$ cat config.mk
export PLATFORM = sky130hd
export DESIGN_NAME = cla_nibble_seq
export DESIGN_NICKNAME = d
export VERILOG_FILES = /design/src/rtl/cla_seq_pkg.sv /design/src/rtl/cla_4bit.sv /design/src/rtl/cla_nibble_seq.sv
export SDC_FILE = /design/constraint.sdc
export NUM_CORES = 1
export LEC_CHECK = 0
export CAP_MARGIN = 20
export CORE_MARGIN = 1.5
export CORE_UTILIZATION = 45
export CTS_BUF_LIST = sky130_fd_sc_hd__clkbuf_8
export DETAILED_ROUTE_END_ITERATION = 7
export DONT_BUFFER_PORTS = 1
export PLACE_DENSITY_LB_ADDON = 0.15
export SLEW_MARGIN = 25
export SYNTH_ARGS = -nofsm -noshare
export SYNTH_HDL_FRONTEND = slang
export SYNTH_SLANG_ARGS = --single-unit
$ cat constraint.sdc
create_clock -name clk -period 6.58 [get_ports clk]
set_input_delay 0.329 -clock clk [delete_from_list [all_inputs] [get_ports clk]]
set_output_delay 0.329 -clock clk [all_outputs]
set_load 0.02 [all_outputs]
$ cat src/rtl/cla_seq_pkg.sv
// cla_seq_pkg: shared state type and nibble width for the nibble-serial CLA adder
package cla_seq_pkg;
    typedef enum logic [1:0] {IDLE, ADD, DONE} state_t;
    localparam int NIB_W = 4;
endpackage

$ cat src/rtl/cla_4bit.sv
// cla_4bit: 4-bit carry-lookahead adder stage
module cla_4bit (
    input  logic [3:0] a,
    input  logic [3:0] b,
    input  logic       cin,
    output logic [3:0] sum,
    output logic       cout
);
    logic [3:0] g, p;
    logic [3:1] c;
    assign g = a & b;
    assign p = a ^ b;
    assign c[1] = g[0] | (p[0] & cin);
    assign c[2] = g[1] | (p[1] & g[0]) | (p[1] & p[0] & cin);
    assign c[3] = g[2] | (p[2] & g[1]) | (p[2] & p[1] & g[0]) | (p[2] & p[1] & p[0] & cin);
    assign cout = g[3] | (p[3] & g[2]) | (p[3] & p[2] & g[1]) | (p[3] & p[2] & p[1] & g[0])
                | (p[3] & p[2] & p[1] & p[0] & cin);
    assign sum = p ^ {c, cin};
endmodule

$ cat src/rtl/cla_nibble_seq.sv
// cla_nibble_seq: WIDTH-bit adder that feeds one nibble per cycle through a single cla_4bit
// Optional signed-overflow output out_ovf is enabled by defining CLA_NIBBLE_SEQ_OVF_EN.
module cla_nibble_seq
    import cla_seq_pkg::*;
#(
    parameter int WIDTH = 16
) (
    input  logic             clk,
    input  logic             rst,
    input  logic             in_valid,
    output logic             in_ready,
    input  logic [WIDTH-1:0] in_a,
    input  logic [WIDTH-1:0] in_b,
    input  logic             in_cin,
    output logic             out_valid,
    input  logic             out_ready,
    output logic [WIDTH-1:0] out_sum,
    output logic             out_cout,
`ifdef CLA_NIBBLE_SEQ_OVF_EN
    output logic             out_ovf,
`endif
    output logic             busy
);
    localparam int NIB = WIDTH / NIB_W;
    localparam int CNT_W = NIB > 1 ? $clog2(NIB) : 1;

    if (WIDTH < NIB_W || WIDTH % NIB_W != 0) begin : g_bad_width
        $error("cla_nibble_seq: WIDTH must be a positive multiple of 4");
    end

    state_t           state;
    logic [CNT_W-1:0] cnt;
    logic             carry;
    logic [WIDTH-1:0] op_a, op_b;
    logic [NIB_W-1:0] nib_sum;
    logic             nib_cout;
    logic             last;

    assign last     = cnt == CNT_W'(NIB - 1);
    assign in_ready = state == IDLE;
    assign busy     = state != IDLE;
    assign out_cout = carry;

    cla_4bit u_cla (
        .a   (op_a[NIB_W*cnt +: NIB_W]),
        .b   (op_b[NIB_W*cnt +: NIB_W]),
        .cin (carry),
        .sum (nib_sum),
        .cout(nib_cout)
    );

    always_ff @(posedge clk or posedge rst) begin
        if (rst) begin
            state     <= IDLE;
            cnt       <= '0;
            carry     <= 1'b0;
            op_a      <= '0;
            op_b      <= '0;
            out_sum   <= '0;
            out_valid <= 1'b0;
`ifdef CLA_NIBBLE_SEQ_OVF_EN
            out_ovf   <= 1'b0;
`endif
        end else begin
            unique case (state)
                IDLE: if (in_valid) begin
                    op_a  <= in_a;
                    op_b  <= in_b;
                    carry <= in_cin;
                    cnt   <= '0;
                    state <= ADD;
                end
                ADD: begin
                    out_sum[NIB_W*cnt +: NIB_W] <= nib_sum;
                    carry <= nib_cout;
                    cnt   <= cnt + 1'b1;
                    if (last) begin
                        state     <= DONE;
                        out_valid <= 1'b1;
`ifdef CLA_NIBBLE_SEQ_OVF_EN
                        // top nibble's MSB is the final sum sign bit
                        out_ovf   <= (op_a[WIDTH-1] == op_b[WIDTH-1]) && (nib_sum[NIB_W-1] != op_a[WIDTH-1]);
`endif
                    end
                end
                DONE: if (out_ready) begin
                    state     <= IDLE;
                    out_valid <= 1'b0;
`ifdef CLA_NIBBLE_SEQ_OVF_EN
                    out_ovf   <= 1'b0;
`endif
                end
                default: state <= IDLE;
            endcase
        end
    end
endmodule

==> reports/metrics.cfg, run 1 <==
[outcome]
outcome = complete, but fails checks
violations = negative hold slack

[clocking]
ctsResizeCount = 0
clock_latency_ns = 0.30
hold_buffers = 0
h-tree-depth = 2
post_cts_buffers = 0
cts_sinks = 54
numCtsBuffers = 5
cts_buffer_depth = 2
clk_pin_slew_ns = 0.10
cts_tree = built
clockRootBuffer = clkbuf_8

[pwr]
p_per_area_nw_per_um2 = 607
leakagePower_nw = 1.17
peakVddDrop_uv = 290

[timing]
slew_headroom = 0.525
final-hold-violation-count = 41
setup_tns_ns = 0
final-max-slew-violation-count = 0
max_freq_mhz = 370
rsz0062_at_grt = no
setup_viol = 0
post-route-period-util = 0.411
fin_hold_ws_ns = -0.00864
setup_ws_ns = 3.88
min_period_ns = 2.70
skew_ns = 0.00463
max_slew.worst_pin.slew_ns = 0.713

[yosys]
synthesis.nets = 226
synth_top_family_by_area = multiplexers
syn_inst = 178
synth_xor_area_frac = 0.00341
synth-edff-count = 0
synth-async-reset-ratio = 1.00
ys_seq_elements = 54
ys_seq_area_frac = 0.527
synth_cell_types = 36
synth.avg_cell_area_um2 = 14.4
synthMuxAreaShare = 0.211
synthAdderAreaFrac = 0.0566
yosys.area_share.simple = 0.0639
synth.yosys.warnings = 0
syn-cell-area_um2 = 2560
synth_compound_area_frac = 0.103
synthFlopType = dfrtp_1

[grt]
grt_usage = 0.172
overflow = 0
antenna_found_initial = 0
grt_max_degree = 55
grt_pass1_wl_um = 8110
grt_pass1_vias = 1571

[detailed_routing]
viasPerCell = 5.78
drt_iter0_markers = 84
first_pass_iters = 4
vias = 1457
ant_nets = 0
wire_per_inst_um = 18.9
drc = 0
wl_um = 4750

[critical_path]
reg2reg_depth = 5
crit_type = flop to flop
crit_arrival_ns = 2.90
crit_cells = 5
worstPathCellList = mux4_2 > ha_1 > a21o_1 > a211o_1 > a32o_1
critPathMaxFanout = 16
cp_data_required_time_ns = 6.78
start_kind = flop
crit_slowest_cell = dfrtp_1
critical_path.top_delay_family = flip-flops
crit_buf_inv = 0
cp-end-kind = flop
slowest_delay_ns = 0.81

[layout]
layout-drive-gt1-share = 0.306
final_common_cell = dfrtp_1
fin_nets = 227
n_antenna_cell = 0
layout_common_cells = dfrtp_1 (54), mux2_2 (31), nand2_1 (10), ha_1 (10)
instances_no_fill = 252
post-route-util = 0.493
syn_to_final_growth_pct = 5.76

[floorplanning]
die_area_um2 = 6160
die_w_um = 78.5
fp.dieH_um = 78.5
fp-row-count = 27
start_util = 0.466
core_um2 = 5510
pin_count = 57

[placement]
dp_hpwl_um = 3520
dpl.cell_count = 244
pre_cts_slack_ns = 3.86
globalplace.congestion = 0.821
io_buffer_count = 0

[hold_path]
worst_hold_path_type = primary input to asynchronous set/reset pin

[job]
drv_cap = 0

-- sequential cells by signal (all words and copies together), names as in the netlist --
signal / count
cnt: 2
op_a: 16
op_b: 16
out_cout: 1
out_sum: 16
out_valid: 1
state: 2
-- synth_stat cells (2+ instances only) --
cell,number,share of area
mux4_2,8,0.070
nand2_1,10,0.015
or2_2,2,0.0049
o21ai_0,6,0.012
dfrtp_1,54,0.53
ha_1,10,0.049
buf_4,2,0.0059
inv_1,7,0.010
nor2_1,3,0.0044
buf_6,4,0.018
and3_1,2,0.0049
a22o_1,8,0.027
mux2_2,31,0.14
a32o_1,8,0.031
a21o_1,2,0.0059
-- power breakdown --
group / internal [mW] / leakage, nW / switching, mW
sequential: 0.479 / 0.665 / 0.173
combinational: 0.384 / 0.449 / 0.389
clock: 0.114 / 0.0585 / 0.107
total: 0.977 / 1.17 / 0.668
-- path summary, 6_finish.rpt --
path	start	end	slack, ns
hold / removal	rst	out_sum[1]$_DFFE_PP0P_	-0.009
hold reg to reg	op_a[2]$_DFFE_PP0P_	op_a[2]$_DFFE_PP0P_	0.50
setup reg to reg	cnt[0]$_DFFE_PP0P_	out_sum[14]$_DFFE_PP0P_	3.88
min in group clk	in_a[2]	op_a[2]$_DFFE_PP0P_	0.16
setup / recovery	cnt[0]$_DFFE_PP0P_	out_sum[14]$_DFFE_PP0P_	3.88
max in group asynchronous	rst	op_a[8]$_DFFE_PP0P_	6.17
-- worst register-to-register path: cells and delay by family, from the launching register on --
kind | cells | cell delay [ns]
multiplexers | 1 | 0.64
adder cells (fa/ha/maj) | 1 | 0.33
AO/OA/AOI/OAI | 3 | 0.81
flip-flops | 1 | 0.81
-- routing by layer --
layer | vias to the layer above | GRT usage | wire, um
met1 | 751 | 0.221 | 2000
met3 | 5 | 0.0442 | 202
met4 | 0 | 0.0482 | 42
li1 | 669 | - | -
met5 | - | 0 | 0
met2 | 32 | 0.289 | 2510
-- per-stage QoR --
step	hold WS [ns]	total power, mW	instance area (um2)
4_1_cts	0.00381	1.66	2710
6_report	-0.00864	1.65	2710
3_3_place_gp	0.469	1.41	2600
3_5_place_dp	0.344	1.44	2600
2_1_floorplan	0.453	1.27	2560
5_1_grt	0.0363	1.79	2710
-- layout make-up --
type	instances	area, um2
flip-flops and latches	54	1350
repair buffers	1	7.51
well taps	72	90.1
inverters	7	28.8
multi-input cells	110	1120
clock buffers	5	68.8
fillers	498	2790
clock inverters	3	43.8
-- cells by family after synthesis --
family	Yosys count
flip-flops	54
multiplexers	40
AO/OA/AOI/OAI	33
AND/OR/NAND/NOR	25
buffers and inverters	14
adder cells (fa/ha/maj)	11
XOR/XNOR	1
(Power assumes the default switching activity.)
==> inputs of run 2 (changes only) <==
==> constraint.sdc (replaced) <==
create_clock -name clk -period 2.6 [get_ports clk]
set_input_delay 0.13 -clock clk [delete_from_list [all_inputs] [get_ports clk]]
set_output_delay 0.13 -clock clk [all_outputs]
set_load 0.02 [all_outputs]
==> reports/metrics.cfg, run 2 (synthesis gave the netlist of run 1 again) <==
[layout]
n_antenna_cell = 0
syn_to_final_growth_pct = 18.9
multiInputGateArea_um2 = 1120
register_area_um2 = 1350
fill_cells = 460
layout_common_cells = dfrtp_1 (52), dlygate4sd3_1 (34), mux2_2 (31)
final_design_area_no_fill_um2 = 3050
top_regs = op_a x16, op_b x16, out_sum x16
layout-drive-gt1-share = 0.273
final_common_cell = dfrtp_1
fin_nets = 264

[critical_path]
rrSetupSlack_ns = 0.18
crit_type = flop to flop
r2r-start = cnt[0]$_DFFE_PP0P_
critPathMaxFanout = 8
cp-end-kind = flop
start_kind = flop
crit_arrival_ns = 2.66
cp_data_required_time_ns = 2.84
crit_path_start = cnt[0]$_DFFE_PP0P_

[grt]
grt_max_degree = 55
grt_pass1_wl_um = 8710
grt_usage = 0.184
antenna_found_initial = 0
overflow = 0
grt_pass1_vias = 1750

[clocking]
cts_sinks = 54
clk_pin_slew_ns = 0.09
clock_latency_ns = 0.30
cts_tree = built
clockRootBuffer = clkbuf_8
numCtsBuffers = 5
h-tree-depth = 2
cts_buffer_depth = 2

[floorplanning]
fp.dieH_um = 78.5
pin_count = 57
start_util = 0.466
die_w_um = 78.5
fp-row-count = 27
core_um2 = 5510
die_area_um2 = 6160

[timing]
setup_tns_ns = 0
setup_ws_ns = 0.180
final-hold-violation-count = 0
post-route-period-util = 0.931
final-max-slew-violation-count = 0
rsz0062_at_grt = no
max_slew.worst_pin.slew_ns = 0.651
min_period_ns = 2.42
setup_viol = 0
skew_ns = 0.00624
max_freq_mhz = 413
slew_headroom = 0.566

[pwr]
pwr-share-clk = 0.106
internal_power_mw = 2.44
pwr-share-seq = 0.394
total_power_mw = 4.19
p_per_area_nw_per_um2 = 1370
p_sw_mw = 1.75
leakagePower_nw = 1.30
peakVddDrop_uv = 573
pwr-share-comb = 0.500
p_sw_frac = 0.417

[detailed_routing]
ant_nets = 0
viasPerCell = 5.69
first_pass_iters = 4
drc = 0
wire_per_inst_um = 17.8
drt_iter0_markers = 64
vias = 1640
wl_um = 5130

[placement]
globalplace.congestion = 0.786
placed_cell_area_um2 = 2620
io_buffer_count = 0
dp_hpwl_um = 3640
pre_cts_slack_ns = 0.0890

[job]
drv_cap = 0

[hold_path]
worst_hold_path_type = primary input to flop
hold_path_startpoint = out_ready

[outcome]
outcome = finished, final reports clean

-- run 2: cell count changes in the layout (fill, tap and decap cells not counted), sizes merged --
cell and change:
clkinvlp +2, dlygate4sd3 +34, inv -1, buf +3
bufinv -1, clkinv -1
-- run 2: repair_timing --
item / in CTS / in global routing
hold buffers: 34 / 0
resized for setup: 0 / 2
hold endpoints to repair: 87 / 0
setup buffers: 0 / 0
endpoints found under the setup margin: 0 / 5
-- run 2: metrics by stage --
| stage | instances | hold slack, ns | utilization |
|---|---|---|---|
| 2_1_floorplan | 178 | 0.265 | - |
| 5_1_grt | 288 | 0.0162 | 0.554 |
| 6_report | 288 | 0.0125 | 0.554 |
| 3_5_place_dp | 247 | 0.143 | 0.476 |
| 4_1_cts | 288 | 0.00209 | 0.553 |
| 3_3_place_gp | 247 | 0.271 | 0.476 |
-- run 2: cell type report --
cell class | instances | area share
timing repair buffer | 38 | 0.121
inverter | 7 | 0.00944
clock inverter | 2 | 0.00492
tap | 72 | 0.0295
clock buffer | 5 | 0.0226
sequential | 54 | 0.444
multi-input combinational | 110 | 0.368
-- run 2: path summary, 6_finish.rpt --
path	to	cells past startpoint
worst max-delay path	out_sum[15]$_DFFE_PP0P_	6
worst min-delay path	state[1]$_DFFE_PP0P_	3
worst max register to register	out_sum[15]$_DFFE_PP0P_	6
worst min register to register	op_a[1]$_DFFE_PP0P_	1
max in group asynchronous	cnt[0]$_DFFE_PP0P_	2
min in group asynchronous	out_sum[6]$_DFFE_PP0P_	2
-- run 2: critical path, stage by stage, from the launching register on --
cell	delay, ns
dfrtp_2	0.49
buf_4	0.18
mux4_2	0.52
ha_1	0.34
a21o_1	0.21
a22oi_1	0.37
a32o_1	0.24
-- run 2: power by group through the flow --
stage	registers, mW	clock network, mW	logic (mW)
CTS	1.65	0.460	2.09
detailed placement	1.67	0	2.04
global placement	1.66	0	1.95
global route	1.71	0.500	2.29
finish	1.65	0.444	2.09
floorplan	1.49	0	1.74
-- run 2: metal layers --
metal	vias up	global-route usage	wire, um
met3	5	0.0430	205
met2	40	0.329	2760
met4	0	0.0518	53
li1	743	-	-
met1	852	0.220	2110
met5	-	0	0
